[config.mk]
export PLATFORM = sky130hd
export DESIGN_NAME = store_buffer
export DESIGN_NICKNAME = d
export VERILOG_FILES = /design/src/rtl/store_pkg.sv /design/src/rtl/store_lane_align.sv /design/src/rtl/store_buffer.sv
export SDC_FILE = /design/constraint.sdc
export NUM_CORES = 1
export LEC_CHECK = 0
export ABC_AREA = 0
export CAP_MARGIN = 30
export CORE_MARGIN = 3
export CORE_UTILIZATION = 49
export DETAILED_ROUTE_END_ITERATION = 8
export PLACE_DENSITY = 0.85
export SYNTH_ARGS = -nofsm -noshare
export SYNTH_HDL_FRONTEND = slang
export SYNTH_HIERARCHICAL = 1
export SYNTH_SLANG_ARGS = --single-unit
export TNS_END_PERCENT = 10
[constraint.sdc]
create_clock -name clk -period 5.77 [get_ports clk]
set_input_delay 1.4425 -clock clk [delete_from_list [all_inputs] [get_ports clk]]
set_output_delay 1.4425 -clock clk [all_outputs]
set_load 0.005 [all_outputs]
[src/rtl/store_pkg.sv]
// Shared opcode ranges and FIFO entry layout for the store buffer.
package store_pkg;

  localparam logic [4:0] OP_WORD_LO = 5'd3;
  localparam logic [4:0] OP_WORD_HI = 5'd5;
  localparam logic [4:0] OP_HALF_LO = 5'd6;
  localparam logic [4:0] OP_HALF_HI = 5'd8;
  localparam logic [4:0] OP_BYTE_LO = 5'd9;
  localparam logic [4:0] OP_BYTE_HI = 5'd11;

  typedef struct packed {
    logic [29:0] addr;  // word address, addr[31:2]
    logic [31:0] data;
    logic [3:0]  we;
  } sb_entry_t;

endpackage

[src/rtl/store_lane_align.sv]
// Combinational lane steering: places store data into its byte lanes of an
// aligned word and produces the matching byte enables.
module store_lane_align
  import store_pkg::*;
(
  input  logic [4:0]  opcode,
  input  logic [1:0]  addr_lo,
  input  logic [31:0] store_data,
  output logic [31:0] data,
  output logic [3:0]  we,
  output logic        valid_op
);

  always_comb begin
    data     = '0;
    we       = '0;
    valid_op = 1'b0;
    if (opcode >= OP_WORD_LO && opcode <= OP_WORD_HI) begin
      data     = store_data;
      we       = 4'b1111;
      valid_op = 1'b1;
    end else if (opcode >= OP_HALF_LO && opcode <= OP_HALF_HI) begin
      valid_op = 1'b1;
      case (addr_lo)
        2'b00:   begin data = {16'b0, store_data[15:0]};       we = 4'b0011; end
        2'b01:   begin data = {8'b0, store_data[15:0], 8'b0};  we = 4'b0110; end
        default: begin data = {store_data[15:0], 16'b0};       we = 4'b1100; end
      endcase
    end else if (opcode >= OP_BYTE_LO && opcode <= OP_BYTE_HI) begin
      valid_op = 1'b1;
      data     = {24'b0, store_data[7:0]} << {addr_lo, 3'b000};
      we       = 4'b0001 << addr_lo;
    end
  end

endmodule

[src/rtl/store_buffer.sv]
// Aligned store FIFO draining to the data-memory write port.
// Optional store->load overlap detection: define STORE_LOAD_HAZARD_EN.
module store_buffer
  import store_pkg::*;
#(
  parameter  int DEPTH = 4,
  localparam int PTR_W = $clog2(DEPTH)
) (
  input  logic             clk,
  input  logic             rst_n,
  input  logic             halt,
  input  logic             bubble_in,
  input  logic             is_store,
  input  logic [4:0]       opcode,
  input  logic [31:0]      addr,
  input  logic [31:0]      store_data,
  output logic             stall_out,
  output logic             empty,
  output logic [PTR_W:0]   count,
  output logic             bad_store,
  output logic             mem_wvalid,
  input  logic             mem_wready,
  output logic [31:0]      mem_waddr,
  output logic [31:0]      mem_wdata,
  output logic [3:0]       mem_we
`ifdef STORE_LOAD_HAZARD_EN
  ,
  input  logic             is_load,
  input  logic [31:0]      load_addr,
  output logic             load_hazard
`endif
);

  sb_entry_t            mem_q [DEPTH];
  logic [PTR_W-1:0]     wr_ptr_q, wr_ptr_d, rd_ptr_q, rd_ptr_d;
  logic [PTR_W:0]       count_q, count_d;
  logic                 bad_q, bad_d;

  logic [31:0]          al_data;
  logic [3:0]           al_we;
  logic                 al_ok;
  logic                 slot_st, enq_req, full, enq, deq;
  sb_entry_t            head;

  store_lane_align u_align (
    .opcode     (opcode),
    .addr_lo    (addr[1:0]),
    .store_data (store_data),
    .data       (al_data),
    .we         (al_we),
    .valid_op   (al_ok)
  );

  assign slot_st   = is_store & ~bubble_in & ~halt;
  assign enq_req   = slot_st & al_ok;
  assign full      = (count_q == (PTR_W+1)'(DEPTH));
  assign empty     = (count_q == '0);
  // Full refuses enqueue even when the head leaves this same edge.
  assign enq       = enq_req & ~full;
  assign deq       = ~empty & mem_wready;
  assign stall_out = enq_req & full;

  always_comb begin
    wr_ptr_d = wr_ptr_q + PTR_W'(enq);
    rd_ptr_d = rd_ptr_q + PTR_W'(deq);
    count_d  = count_q + (PTR_W+1)'(enq) - (PTR_W+1)'(deq);
    bad_d    = bad_q | (slot_st & ~al_ok);
  end

  always_ff @(posedge clk or negedge rst_n) begin
    if (!rst_n) begin
      wr_ptr_q <= '0;
      rd_ptr_q <= '0;
      count_q  <= '0;
      bad_q    <= 1'b0;
    end else begin
      wr_ptr_q <= wr_ptr_d;
      rd_ptr_q <= rd_ptr_d;
      count_q  <= count_d;
      bad_q    <= bad_d;
    end
  end

  always_ff @(posedge clk) begin
    if (enq) mem_q[wr_ptr_q] <= '{addr: addr[31:2], data: al_data, we: al_we};
  end

  // Head fields are forced to zero while nothing is pending.
  assign head       = mem_q[rd_ptr_q];
  assign mem_wvalid = ~empty;
  assign mem_waddr  = empty ? '0 : {head.addr, 2'b00};
  assign mem_wdata  = empty ? '0 : head.data;
  assign mem_we     = empty ? '0 : head.we;
  assign count      = count_q;
  assign bad_store  = bad_q;

`ifdef STORE_LOAD_HAZARD_EN
  logic [31:0]      ld_data_unused;
  logic [3:0]       ld_we;
  logic             ld_ok;
  logic [DEPTH-1:0] hit;

  store_lane_align u_ld_align (
    .opcode     (opcode),
    .addr_lo    (load_addr[1:0]),
    .store_data ('0),
    .data       (ld_data_unused),
    .we         (ld_we),
    .valid_op   (ld_ok)
  );

  for (genvar i = 0; i < DEPTH; i++) begin : g_hit
    logic [PTR_W-1:0] off;
    logic             vld;
    // Slot i is live when its distance from the head is below the occupancy.
    assign off      = PTR_W'(i) - rd_ptr_q;
    assign vld      = ({1'b0, off} < count_q);
    assign hit[i]   = vld & (mem_q[i].addr == load_addr[31:2]) & |(mem_q[i].we & ld_we);
  end

  assign load_hazard = is_load & ~bubble_in & ld_ok & |hit;
`endif

endmodule

==> impl_results.md <==
* Result of the run: finished, final reports clean
* Share of total power in sequential cells at roughly two fifths
* Area share of fa/ha/maj cells after synthesis at less than 1%
* Prevailing post-synth register cell: edfxtp_1
* Number of routed nets with antenna violations at 0
* Number of different library cells in the post-synthesis netlist at 44
* Number of vias per cell after detailed routing at slightly below 6
* Standard-cell rows at 54
* Power Density at about 430 mW/mm2
* Num Clock Sinks at around 270
* Xor/xnor share of the synthesized area at less than 1%
* Number of max-cap violations at 0
* Part of the power in the clock network at around 28%
* FMAX at between 0.15 and 0.2 GHz
* Number of antenna violations at the first check in global routing at 0
* Post-CTS repair timing setup buffer count at 0
* Final worst path period need at 5340 ps
* Total negative slack at 0 ps
* Net load switching power at 1.49 mW
* Depth of the CTS H-tree at 1
* Core Footprint at roughly 0.022 mm2
* DR WL/cell at roughly 22 um
* Relative contribution of combinational cells to total power at a little under a third
* Top cell family by delay on the critical path: buffers and inverters
* Total inserted antenna cells at 0
* Count of fill cells added during filler insertion at between 1k and 1.5k
* Insertion delay to the later sink of the worst-skew pair at 510 ps
* Worst EP required at about 4300 ps
* Root Buffer Master: clkbuf_16
* Number of DRC violations after detailed-routing iteration 0 at about 450
* Peak supply drop at ~240 uV
* Post-synthesis mux area share at between 10 and 15%
* Post-synthesis compound-gate area fraction at around 3.7%
* Buffers & Inverters on Critical Path at 3
* Worst setup path class: primary input to primary output
* Remaining global-route overflow at 0
* Clock transition at the register clock pins on the worst setup and hold paths after CTS at 60 ps
* Switching portion of total power at 25.3%
* Synth Area per Inst at roughly 20 um2
* Final setup margin at roughly 430 ps
* Fraction of the yosys area taken by sequential cells at 73.7%
* Arrival time at the worst endpoint at just under 4000 ps
* Post-synthesis instance total at roughly 540
* Crit path launch type: primary input
* Clock Path Buffers at 3
* First-pass GRT wire length at between 30 and 40 mm
* Net total in the final layout at slightly below 800
* Routed wire length at around 22 mm
* Actual transition at the worst max-transition pin at approximately 900 ps
* Non-filler instance count after layout at about 1000
* Instance area at placement at 0.0128 mm2
* Post-route DRC violation count at 0
* Fraction of layout cells with a size suffix above 1 at 17.5%
* Area of the mapped netlist at ~0.011 mm2
* TritonCTS buffer count at 27
* Initial core utilization at 50.2%
* Die Wd at 156 um
* Worst-path cell chain: clkdlybuf4s50_1 > a211oi_1 > a211oi_1 > buf_4 > nor4bb_1 > nor4b_1 > clkdlybuf4s50_1
* Hold/Removal Path Class: register to register
* Largest stage delay on the critical path at 600 ps
* EDFF count, synth at ~260
* Number of detailed-route iterations in the first pass at 5
* I/O pin count at 150
* Pin count of the biggest net entering global routing at 67
* Total number of vias at between 5k and 6k
* Final setup skew at ~7 ps
* Placed cell count at roughly 950
* Setup-violating endpoint count in the final report at 0
* Buffers on Ports at ~150
* Number of hold violations in the final report at 0
* Yosys warnings at 6
* Vertical die dimension at about 160 um
* Simple-gate portion of the synthesized area at between 6 and 7%
* Die ar. at 0.0244 mm2
* Internal cell power at approximately 4.4 mW
* Library cell contributing the largest single delay on the critical path: clkdlybuf4s50_1
* Clock tree from TritonCTS: yes
* Half-perimeter wire length after detailed placement at around 14 mm
* Layout overhead on the synthesized area at 24.1%
* Synthesis-stage register bit count at between 200 and 300
* Vias in the first global route at a little over 6k
* Relative slew slack at about two fifths
* CTS hold repair buffers at 0
* Critical path endpoint category: primary output
* Number of resized instances in the post-cts repair step at 0
* Global-route usage over all layers at about a fifth
* Combinational family with the most area after synthesis: multiplexers
* Crit-path max FO at 7
* Max-slew violations at 0
* Total non-filler cell area in the finished layout at roughly 0.014 mm2
* Placement Setup Slack at between 400 and 500 ps
* Static Leak at 4.54 nW
* Share of the clock period used by the worst path at between 90% and 100%
* Final weighted congestion in routability-driven placement at roughly 0.95
* Post-synth ARST share at under 10%
* RSZ-0062 raised after global routing: false
## per-stage QoR
step	hold slack, ps	util [%]	power (mW)
after floorplan	465	-	3.37
after global placement	456	58.4	4.23
after detailed placement	489	58.5	4.29
after CTS	507	62.4	5.97
after global routing	530	62.4	6.15
final	518	62.4	5.87
## cell usage after synthesis, drive strengths merged (3+ instances only)
cell type	number	area (um2)
o31ai	3	32.5
nor3b	4	35.0
nand2	4	15.0
a221o	8	80.1
buf	19	159
a22o	16	140
dfrtp	8	200
edfxtp	264	7930
a21o	8	60.1
mux4	66	1490
xnor2	4	35.0
and2	82	513
clkbuf	7	26.3
nor2	10	37.5
inv	5	18.8
o21ai	4	20.0
## path summary, 6_finish.rpt
check	startpoint	to	slack (ps)	depth (start not counted)
worst max-delay path	opcode[1]	stall_out	430	7
worst min-delay path	bad_store$_DFF_PN0_	bad_store$_DFF_PN0_	520	1
worst max register to register	count[1]$_DFF_PN0_	count[2]$_DFF_PN0_	2990	8
worst min register to register	bad_store$_DFF_PN0_	bad_store$_DFF_PN0_	520	1
max in group asynchronous	rst_n	rd_ptr_q[0]$_DFF_PN0_	4250	1
min in group asynchronous	rst_n	count[1]$_DFF_PN0_	1210	1
## power groups by stage
stage / clock, mW / combinational [mW] / sequential, mW
2_1_floorplan: 0 / 1.07 / 2.30
3_3_place_gp: 0 / 1.84 / 2.40
3_5_place_dp: 0 / 1.88 / 2.41
4_1_cts: 1.71 / 1.89 / 2.37
5_1_grt: 1.80 / 1.98 / 2.38
6_report: 1.67 / 1.85 / 2.36
## state kept, by name (all words and copies together) (netlist names)
register,cells
mem_q,264
wr_ptr_q,2
rd_ptr_q,2
count,3
bad_store,1
## metal layers
metal	vias up	global-route usage (%)	wire length [um]
met2	276	31.9	11300
met1	2906	24.7	8790
met4	0	5.26	512
met5	-	0	0
li1	2524	-	-
met3	51	3.52	1650
## final cells by class
| class | count | area [um2] | share of cell area, % |
|---|---|---|---|
| clock buffers | 28 | 679 | 4.96 |
| clock inverters | 19 | 174 | 1.27 |
| inverters | 5 | 18.8 | 0.137 |
| multi-input cells | 239 | 2740 | 20.0 |
| flip-flops and latches | 272 | 8130 | 59.4 |
| well taps | 280 | 350 | 2.56 |
| repair buffers | 155 | 1610 | 11.7 |
## worst reg2reg max path, delay by kind of cell (launching register included)
| family | cells | cell delay [ps] |
|---|---|---|
| flops | 1 | 460 |
| simple gates | 2 | 890 |
| fa+ha+maj | 2 | 630 |
| xor+xnor | 3 | 430 |
| buf+inv | 1 | 280 |
## kinds of logic (layout without fill, tap and decap cells)
kind of cell    after synthesis  in the layout
compound gates               47             47
xor+xnor                      6              6
fa+ha+maj                     3              3
buf+inv                      31            207
flops                       272            272
mux                          66             66
other cells                   1              2
simple gates                115            115
## cell usage in the layout (no fill, tap or decap), types with 3 or more instances in the layout
| master | netlist | routed |
|---|---|---|
| clkinv_2 | 0 | 5 |
| clkinv_1 | 0 | 7 |
| inv_1 | 5 | 5 |
| dfrtp_1 | 8 | 6 |
| clkbuf_16 | 0 | 27 |
| bufinv_16 | 0 | 3 |
| nor2_1 | 10 | 9 |
| a221o_1 | 8 | 8 |
| o21ai_1 | 3 | 3 |
| and2_0 | 8 | 8 |
| buf_12 | 3 | 6 |
| a22o_1 | 16 | 16 |
| edfxtp_1 | 264 | 264 |
| xnor2_1 | 4 | 4 |
| mux4_2 | 66 | 66 |
| and2_1 | 74 | 74 |
| a21o_1 | 8 | 8 |
| clkdlybuf4s50_1 | 0 | 147 |
| nand2_1 | 4 | 4 |
Note: power is estimated with default switching activity, not from simulation.
